===== src/rtl/step_pkg.sv =====
// Shared types and rate schedule for the synthetic step-pulse source.
// Mode encodings, fixed step rates and the scripted hybrid workout profile.
package step_pkg;

  typedef enum logic [1:0] {
    MODE_WALK   = 2'b00,
    MODE_JOG    = 2'b01,
    MODE_RUN    = 2'b10,
    MODE_HYBRID = 2'b11
  } mode_t;

  typedef enum logic {
    ST_IDLE = 1'b0,
    ST_RUN  = 1'b1
  } state_t;

  localparam logic [7:0] RATE_WALK = 8'd32;
  localparam logic [7:0] RATE_JOG  = 8'd64;
  localparam logic [7:0] RATE_RUN  = 8'd128;

  // Scripted profile: irregular warm-up, steady block, easy block, sprint block, then rest.
  function automatic logic [7:0] hybrid_rate(input int unsigned sec);
    logic [7:0] r;
    case (sec)
      0:       r = 8'd20;
      1:       r = 8'd33;
      2:       r = 8'd66;
      3:       r = 8'd27;
      4:       r = 8'd70;
      5:       r = 8'd30;
      6:       r = 8'd19;
      7:       r = 8'd30;
      8:       r = 8'd33;
      default: begin
        if (sec <= 72)       r = 8'd69;
        else if (sec <= 78)  r = 8'd34;
        else if (sec <= 143) r = 8'd124;
        else                 r = 8'd0;
      end
    endcase
    return r;
  endfunction

  function automatic logic [7:0] mode_rate(input mode_t m, input int unsigned sec);
    logic [7:0] r;
    case (m)
      MODE_WALK: r = RATE_WALK;
      MODE_JOG:  r = RATE_JOG;
      MODE_RUN:  r = RATE_RUN;
      default:   r = hybrid_rate(sec);
    endcase
    return r;
  endfunction

endpackage


===== src/rtl/step_pulse_gen_if.sv =====
// Control and strobe bundle between the step-pulse source and its consumer.
// start is a level (no handshake); stepPulse and secondTick are single-cycle strobes with no backpressure.
interface step_pulse_gen_if #(
  parameter int RATE_W = 8
);
  import step_pkg::*;

  logic              start;
  logic [1:0]        mode;
  logic              stepPulse;
  logic              secondTick;
  logic [RATE_W-1:0] rate;
  logic [RATE_W-1:0] elapsedSec;
  state_t            dbgState;

  modport master (
    output start, mode,
    input  stepPulse, secondTick, rate, elapsedSec, dbgState
  );

  modport slave (
    input  start, mode,
    output stepPulse, secondTick, rate, elapsedSec, dbgState
  );

endinterface


===== src/rtl/rate_accumulator.sv =====
// Phase accumulator: adds rate every enabled cycle and strobes pulse on each CLK_HZ overflow.
// clear has priority over the residue so each second starts from phase zero.
module rate_accumulator #(
  parameter int CLK_HZ = 100000000,
  parameter int RATE_W = 8,
  parameter int ACC_W  = 28
) (
  input  logic              clk,
  input  logic              reset,
  input  logic              en,
  input  logic              clear,
  input  logic [RATE_W-1:0] rate,
  output logic              pulse
);

  localparam logic [ACC_W-1:0] LIMIT = ACC_W'(CLK_HZ);

  logic [ACC_W-1:0] acc;
  logic [ACC_W-1:0] nxt;

  assign nxt   = acc + ACC_W'(rate);
  assign pulse = en && (nxt >= LIMIT);

  always_ff @(posedge clk or posedge reset) begin
    if (reset) begin
      acc <= '0;
    end else if (clear) begin
      acc <= '0;
    end else if (en) begin
      acc <= pulse ? (nxt - LIMIT) : nxt;
    end
  end

endmodule


===== src/rtl/step_pulse_gen.sv =====
// Synthetic step-pulse source: per-second rate selection, second tick and elapsed-seconds count.
// Rate is re-latched only at second boundaries; the accumulator turns it into evenly spaced strobes.
module step_pulse_gen
  import step_pkg::*;
#(
  parameter int CLK_HZ = 100000000,
  parameter int RATE_W = 8
) (
  input logic        clk,
  input logic        reset,
  step_pulse_gen_if.slave bus
);

  localparam int CYC_W = (CLK_HZ > 1) ? $clog2(CLK_HZ) : 1;
  localparam int ACC_W = $clog2(CLK_HZ + (1 << RATE_W)) + 1;
  localparam logic [CYC_W-1:0]  CYC_LAST = CYC_W'(CLK_HZ - 1);
  localparam logic [RATE_W-1:0] SEC_MAX  = '1;

  state_t            state;
  state_t            nextState;
  logic [CYC_W-1:0]  cyc;
  logic [CYC_W-1:0]  cycNext;
  logic [RATE_W-1:0] rateReg;
  logic [RATE_W-1:0] rateNext;
  logic [RATE_W-1:0] secReg;
  logic [RATE_W-1:0] secNext;
  logic              tick;
  logic              accEn;
  logic              accClear;
  logic              pulse;

  assign tick = (state == ST_RUN) && (cyc == CYC_LAST);

  always_ff @(posedge clk or posedge reset) begin
    if (reset) begin
      state <= ST_IDLE;
    end else begin
      state <= nextState;
    end
  end

  // Dropping start wins over a coincident second boundary: everything returns to zero.
  always_comb begin
    nextState = state;
    cycNext   = cyc;
    secNext   = secReg;
    rateNext  = rateReg;
    accEn     = 1'b0;
    accClear  = 1'b0;
    case (state)
      ST_IDLE: begin
        accClear = 1'b1;
        cycNext  = '0;
        secNext  = '0;
        rateNext = '0;
        if (bus.start) begin
          nextState = ST_RUN;
          rateNext  = RATE_W'(mode_rate(mode_t'(bus.mode), 32'd0));
        end
      end
      ST_RUN: begin
        accEn = 1'b1;
        if (!bus.start) begin
          nextState = ST_IDLE;
          cycNext   = '0;
          secNext   = '0;
          rateNext  = '0;
          accClear  = 1'b1;
        end else if (tick) begin
          cycNext  = '0;
          secNext  = (secReg == SEC_MAX) ? secReg : secReg + 1'b1;
          rateNext = RATE_W'(mode_rate(mode_t'(bus.mode), 32'(secNext)));
          accClear = 1'b1;
        end else begin
          cycNext = cyc + 1'b1;
        end
      end
      default: begin
        nextState = ST_IDLE;
      end
    endcase
  end

  always_ff @(posedge clk or posedge reset) begin
    if (reset) begin
      cyc     <= '0;
      secReg  <= '0;
      rateReg <= '0;
    end else begin
      cyc     <= cycNext;
      secReg  <= secNext;
      rateReg <= rateNext;
    end
  end

  rate_accumulator #(
    .CLK_HZ (CLK_HZ),
    .RATE_W (RATE_W),
    .ACC_W  (ACC_W)
  ) u_acc (
    .clk   (clk),
    .reset (reset),
    .en    (accEn),
    .clear (accClear),
    .rate  (rateReg),
    .pulse (pulse)
  );

  assign bus.stepPulse  = pulse;
  assign bus.secondTick = tick;
  assign bus.rate       = rateReg;
  assign bus.elapsedSec = secReg;
  assign bus.dbgState   = state;

endmodule

===== src/flat_wrapper.sv =====
// flat-port wrapper written by rule: the top's interface ports become plain ports
module step_pulse_gen_flat import step_pkg::*;
#(
  parameter int CLK_HZ = 100000000,
  parameter int RATE_W = 8
)
  (clk, reset, bus_start, bus_mode, bus_stepPulse, bus_secondTick, bus_rate, bus_elapsedSec, bus_dbgState);
  step_pulse_gen_if #(.RATE_W(RATE_W)) bus_i ();
  input logic clk;
  input logic reset;
  input wire logic [$bits(bus_i.start)-1:0] bus_start;
  input wire logic [$bits(bus_i.mode)-1:0] bus_mode;
  output wire logic [$bits(bus_i.stepPulse)-1:0] bus_stepPulse;
  output wire logic [$bits(bus_i.secondTick)-1:0] bus_secondTick;
  output wire logic [$bits(bus_i.rate)-1:0] bus_rate;
  output wire logic [$bits(bus_i.elapsedSec)-1:0] bus_elapsedSec;
  output wire logic [$bits(bus_i.dbgState)-1:0] bus_dbgState;
  assign bus_i.start = bus_start;
  assign bus_i.mode = bus_mode;
  assign bus_stepPulse = bus_i.stepPulse;
  assign bus_secondTick = bus_i.secondTick;
  assign bus_rate = bus_i.rate;
  assign bus_elapsedSec = bus_i.elapsedSec;
  assign bus_dbgState = bus_i.dbgState;
  step_pulse_gen #(.CLK_HZ(CLK_HZ), .RATE_W(RATE_W)) u_core (.clk(clk), .reset(reset), .bus(bus_i));
endmodule

===== config.mk =====
export PLATFORM = sky130hd
export DESIGN_NAME = step_pulse_gen_flat
export DESIGN_NICKNAME = d
export VERILOG_FILES = /design/src/rtl/step_pkg.sv /design/src/rtl/step_pulse_gen_if.sv /design/src/rtl/rate_accumulator.sv /design/src/rtl/step_pulse_gen.sv /design/src/flat_wrapper.sv
export SDC_FILE = /design/constraint.sdc
export NUM_CORES = 1
export LEC_CHECK = 0
export CAP_MARGIN = 20
export CORE_UTILIZATION = 40
export CTS_CLUSTER_DIAMETER = 120
export DETAILED_ROUTE_END_ITERATION = 10
export GPL_TIMING_DRIVEN = 0
export PLACE_DENSITY_LB_ADDON = 0.25
export SYNTH_ARGS = -nofsm -noshare
export SYNTH_HDL_FRONTEND = slang
export SYNTH_HIERARCHICAL = 1
export SYNTH_SLANG_ARGS = --single-unit

===== constraint.sdc =====
create_clock -name clk -period 5 [get_ports clk]
set_input_delay 0.5 -clock clk [delete_from_list [all_inputs] [get_ports clk]]
set_output_delay 0.5 -clock clk [all_outputs]
set_load 0.005 [all_outputs]

; After elaboration in Yosys (flattened, before gate mapping)
; Index checks and enable logic that the tools add are counted.
[word_totals]
ff_bits = 72
latch_bits = 0
ram_bits = 0
mem_bits_ro = 0
input_bits = 5
output_inout_bits = 19
memories = 0
[classes]
addsub = 4
mul = 0
n_div = 0
n_lt_le_gt_ge = 4
n_eq_ne = 13
shift = 0
n_mux = 25
bitwise_logic = 1
n_reduce_logical = 7
[op_table]
columns = operator, count
row1 = two-way mux 28 bit, 3
row2 = two-way mux 8 bit, 8
row3 = case mux 8 bit (7 select lines), 1
row4 = two-way mux 27 bit, 2
row5 = case mux 27 bit (2 select lines), 1
row6 = case mux 8 bit (3 select lines), 2
row7 = equality test 8 x 3 -> 1 bit (second input constant), 4
row8 = case mux 8 bit (2 select lines), 2
row9 = adder 28 x 8 -> 28 bit, 1
row10 = greater-or-equal comparator 28 x 27 -> 1 bit (second input constant), 1
row11 = subtractor 28 x 27 -> 28 bit (second input constant), 1
row12 = adder 27 x 1 -> 27 bit (second input constant), 1
row13 = equality test 27 bit (second input constant), 1
row14 = equality test 8 x 2 -> 1 bit (second input constant), 2
row15 = <= comparator 8 x 7 -> 1 bit (second input constant), 2
row16 = adder 8 x 1 -> 8 bit (second input constant), 1
row17 = equality test 8 x 1 -> 1 bit (second input constant), 1
row18 = equality test 8 x 4 -> 1 bit (second input constant), 1
row19 = equality test 8 bit (second input constant), 1
row20 = <= comparator 8 bit (second input constant), 1
row21 = logical NOT 8 bit, 1
row22 = two-way mux 7 bit, 1
row23 = two-way mux 1 bit, 4
row24 = OR reduction 2 bit, 2
row25 = other kinds (8), 9

; Depth between registers and ports, before layout
[logic_depth]
ltp_word = 11
ltp_mapped = 17
ltp_nobuf = 16

; Cells and area by module
; Netlist, hierarchy kept.
[modules_own_cells]
columns = mod, instances, cells_per_inst, area_per_inst_um2, seq_area_each_um2
row1 = rate_accumulator, 1, 407, 3228.1, 700.7
row2 = step_pulse_gen, 1, 308, 2718.9, 1101.1

; Least setup slack after synthesis
; No wires, ideal clock.
[synth_timing]
kind = flip-flop to flip-flop
start = reg u_core.rateReg[0] (netlist: u_core/bus.rate[0])
end = reg u_core.u_acc.acc[12]
setup_time_ns = 0.125
t_arrival_ns = 3.601
path_slack_ns = 1.275
stages_incl_launch_ff = 18
path_cell_list = dfrtp_1 -> ha_1 -> inv_1 -> fa_1 -> nand2b_1 -> a21oi_1 -> o21ai_1 -> xnor2_1 -> ha_1 -> nand4_1 -> nor4_1 -> nand4_1 -> o22ai_2 -> a211oi_4 -> or2_4 -> buf_6 -> o31ai_2 -> mux2_2
[synth_via]
elab_chain_cells = 6
word_cells_on_any_way = 7
cone_classes = 2 x add/sub / 1 x order compare / 3 x mux / 1 x reduce/logical
[synth_rtl]
columns = item, line_no
row1 = from (decl), step_pulse_gen.sv:23  ; logic [RATE_W-1:0] rateReg;
row2 = from (signal assigned), step_pulse_gen.sv:92  ; rateReg <= rateNext;
row3 = adder 28 x 8 -> 28 bit *, rate_accumulator.sv:21  ; assign nxt = acc + ACC_W'(rate);
row4 = greater-or-equal comparator 28 x 27 -> 1 bit, rate_accumulator.sv:22  ; assign pulse = en && (nxt >= LIMIT);
row5 = logical AND 1 bit, rate_accumulator.sv:22
row6 = two-way mux 28 bit *, rate_accumulator.sv:30  ; acc <= pulse ? (nxt - LIMIT) : nxt;
row7 = two-way mux 28 bit *, rate_accumulator.sv:29  ; end else if (en) begin
row8 = two-way mux 28 bit *, rate_accumulator.sv:27  ; end else if (clear) begin
row9 = to (signal assigned), rate_accumulator.sv:30
row10 = to (decl), rate_accumulator.sv:18  ; logic [ACC_W-1:0] acc;
; Every way passes the cells marked *; elsewhere a longest branch is shown, timed or not. The select of a mux whose other input is x is not followed.
; A chain may end at the register's enable or synchronous reset.

; Final worst setup path
[layout_timing]
start = reg u_core.rateReg[0] (netlist: u_core/bus.rate[0])
end = out bus_stepPulse
[layout_via]
elab_chain_cells = 3
[layout_rtl]
columns = item, line_no
row1 = adder 28 x 8 -> 28 bit, rate_accumulator.sv:21
row2 = greater-or-equal comparator 28 x 27 -> 1 bit, rate_accumulator.sv:22
row3 = logical AND 1 bit, rate_accumulator.sv:22
row4 = to (decl), flat_wrapper.sv:13  ; output wire logic [$bits(bus_i.stepPulse)-1:0] bus_stepPulse;
; No other way between the ends.

==> impl_metrics.json <==
{
  "worst_slack_ns": 0.386,
  "grt_pass1_vias": 5447,
  "finalMaxSlewViolations": 0,
  "nets": 775,
  "fin_total_pwr_mw": 1.36,
  "netlist_area_um2": 5950,
  "vias": 5710,
  "fmax_mhz": 217,
  "grt_pass1_wl_um": 28300,
  "drive_gt1_frac": 0.142,
  "synth_ff_type": "dfrtp_1",
  "synth-edff-count": 0,
  "antennaDiodeCount": 0,
  "ys_ff_latch": 72,
  "grt_antenna_before_repair": 0,
  "dieHeight_um": 124,
  "tns_ns": 0,
  "synth_area_leaders": "dfrtp_1 (30%), nor2_1 (5.9%), xnor2_1 (4.0%)",
  "synth_common_cells": "nor2_1 (94), dfrtp_1 (72), nand2_1 (54), a21oi_1 (40), nand3_1 (32)",
  "drc_errors": 0,
  "yosysMostFrequentCell": "nor2_1",
  "finalWeightedCongestion": 0.930,
  "yosys.area.top_type": "dfrtp_1",
  "syn_avg_cell_area_um2": 8.32,
  "grt_use_met2": 0.360,
  "worst_pin_slew_ns": 0.917,
  "hold_viol": 0,
  "crit_required_ns": 4.50,
  "cp-end-kind": "output port",
  "final_area_um2": 6920,
  "cts_buffer_depth": 2,
  "drt-wirelength-per-cell_um": 18.2,
  "placed_area_um2": 6430,
  "worst-setup-path-type": "flop to output port",
  "die_w_um": 124,
  "path_max_fanout": 10,
  "synthArstFlopShare": 1.00,
  "min_period_ns": 4.61,
  "status": "finished, final reports clean",
  "die_area_um2": 15400,
  "dp_hpwl_um": 12500,
  "synth_top_cell_area_share": 0.303,
  "drt_wl_total_um": 17200,
  "cts.sinks": 72,
  "num_rows": 44,
  "routed_via_density": 6.04,
  "use_met1": 0.342,
  "critPathLaunchType": "flop",
  "fin_worst_skew_ns": 0.00899,
  "slew_headroom": 0.388,
  "initial_core_util": 0.409,
  "clk_pin_slew_ns": 0.06,
  "num_io_pins": 24,
  "post-route-period-util": 0.923,
  "synthCells": 715,
  "seq_area_frac_synth": 0.303,
  "core_area_um2": 14500,
  "hp-class": "flop to flop",
  "grt_max_degree": 45,
  "grt_use_total": 0.240,
  "rsz0062_at_grt": "no",
  "rr_worst_depth": 14,
  "critPathArrivalTime_ns": 4.11,
  "ir_drop_v": 0.000206,
  "cts_tree": "yes",
  "clock_latency_ns": 0.34,
  "p_per_area_nw_per_um2": 196,
  "post-place-ws_ns": 0.00546,
  "max_cap_violations": 0,
  "htreeDepth": 3,
  "synth_fp_nets": 733,
  "ys_types": 90,
  "yosysWarningCount": 6,
  "drt_iter0_markers": 478,
  "top_usage_layer": "met2",
  "setup_viol": 0,
  "ant_nets": 0,
  "whs_ns": 0.534,
  "io_buffers": 23,
  "p_leak_nw": 2.81,
  "use_met3": 0.0495,
  "cts_made_buffers": 9,
  "hold_path_depth": 1,
  "area_delta_synth_final_pct": 16.4,
  "dr.pass1.iters": 5,
  "overflow": 0,
  "cts_root_buffer": "clkbuf_16"
}
[layer usage]
layer  share of wire  up-vias  routed length [um]
li1                -     2712                   -
met1            0.47     2771                8100
met2            0.45      204                7710
met3           0.069       23                1180
met4           0.015        0                 255
met5               0        -                   0
[worst paths after layout]
path	endpoint	slack [ns]	from
min in group asynchronous	u_core/u_acc/acc[20]	0.62	reset
setup / recovery	bus_stepPulse	0.39	u_core/bus.rate[0]
hold reg to reg	u_core/cyc[0]	0.53	u_core/cyc[0]
setup reg to reg	u_core/u_acc/acc[10]	0.74	u_core/bus.rate[0]
hold / removal	u_core/cyc[0]	0.53	u_core/cyc[0]
max in group asynchronous	u_core/bus.rate[0]	3.60	reset
[placed cells by master, fill, tap and decap left out, types with 11 or more instances in the layout]
| master | Yosys | layout |
|---|---|---|
| clkbuf_1 | 14 | 14 |
| dfrtp_1 | 72 | 71 |
| nand2_1 | 54 | 54 |
| nand3_1 | 32 | 32 |
| o31ai_1 | 13 | 13 |
| xnor2_1 | 27 | 26 |
| and3_1 | 24 | 24 |
| o21ai_0 | 22 | 21 |
| nor2_1 | 94 | 94 |
| a21oi_1 | 40 | 37 |
| clkdlybuf4s50_1 | 0 | 22 |
| inv_1 | 16 | 15 |
| buf_2 | 14 | 14 |
| buf_4 | 4 | 11 |
| o211ai_1 | 12 | 12 |
| nand4_1 | 18 | 18 |
| nor2b_1 | 16 | 16 |
| xor2_1 | 27 | 27 |
| nor3_1 | 20 | 19 |
[metrics by stage]
step,util,cells
2_1_floorplan,-,715
3_3_place_gp,0.441,922
3_5_place_dp,0.443,923
4_1_cts,0.467,942
5_1_grt,0.476,946
6_report,0.476,946
[power by group]
part	total [mW]	internal [mW]	leakage, nW	switching (mW)
Clock	0.673	0.402	0.145	0.271
Combinational	0.0912	0.0285	1.67	0.0628
Sequential	0.593	0.587	0.997	0.00566
Total	1.36	1.02	2.81	0.339
[kinds of logic after synthesis]
kind of cell               after synthesis  synth area share
AOI/OAI and AO/OA                      170             0.211
xor gates and xnor gates                54            0.0795
adders and majority gates               13            0.0286
buffers and inverters                   57            0.0442
DFF                                     72             0.303
muxes                                   19            0.0347
and+or+nand+nor                        330             0.299
[sequential cells by signal, summed over array words and instances (netlist names)]
register               flops
u_core/bus.elapsedSec      8
u_core/cyc                27
u_core/bus.dbgState        1
u_core/bus.rate            8
u_core/u_acc/acc          28
[what timing repair did]
| item | CTS | global route |
|---|---|---|
| hold buffers | 0 | 0 |
| pin swaps | 5 | 9 |
| setup endpoints to repair | 1 | 1 |
| hold endpoints to repair | 0 | 0 |
| gates resized for setup | 4 | 21 |
| setup buffers | 3 | 4 |
[area by class of cell]
| cell class | instances | area [um2] |
|---|---|---|
| Sequential cell | 72 | 1800 |
| Buffer | 40 | 199 |
| Multi-Input combinational cell | 586 | 4010 |
| Timing Repair Buffer | 31 | 313 |
| Inverter | 17 | 63.8 |
| Tap cell | 184 | 230 |
| Clock inverter | 6 | 67.6 |
| Clock buffer | 10 | 239 |
| Fill cell | 1427 | 7610 |
[critical path: stages, from the launching register on]
cell and delay [ns]:
dfrtp_2 0.41, ha_4 0.17, inv_1 0.06, fa_1 0.42
nand2b_4 0.19, a21o_1 0.26, a21boi_4 0.32, nand4_1 0.25
xor2_1 0.47, o22ai_4 0.16, a211oi_4 0.45, or2_4 0.23
buf_6 0.17, nor2_1 0.05, dlymetal6s2s_1 0.17
No activity file was read; power rests on OpenSTA's default activity.
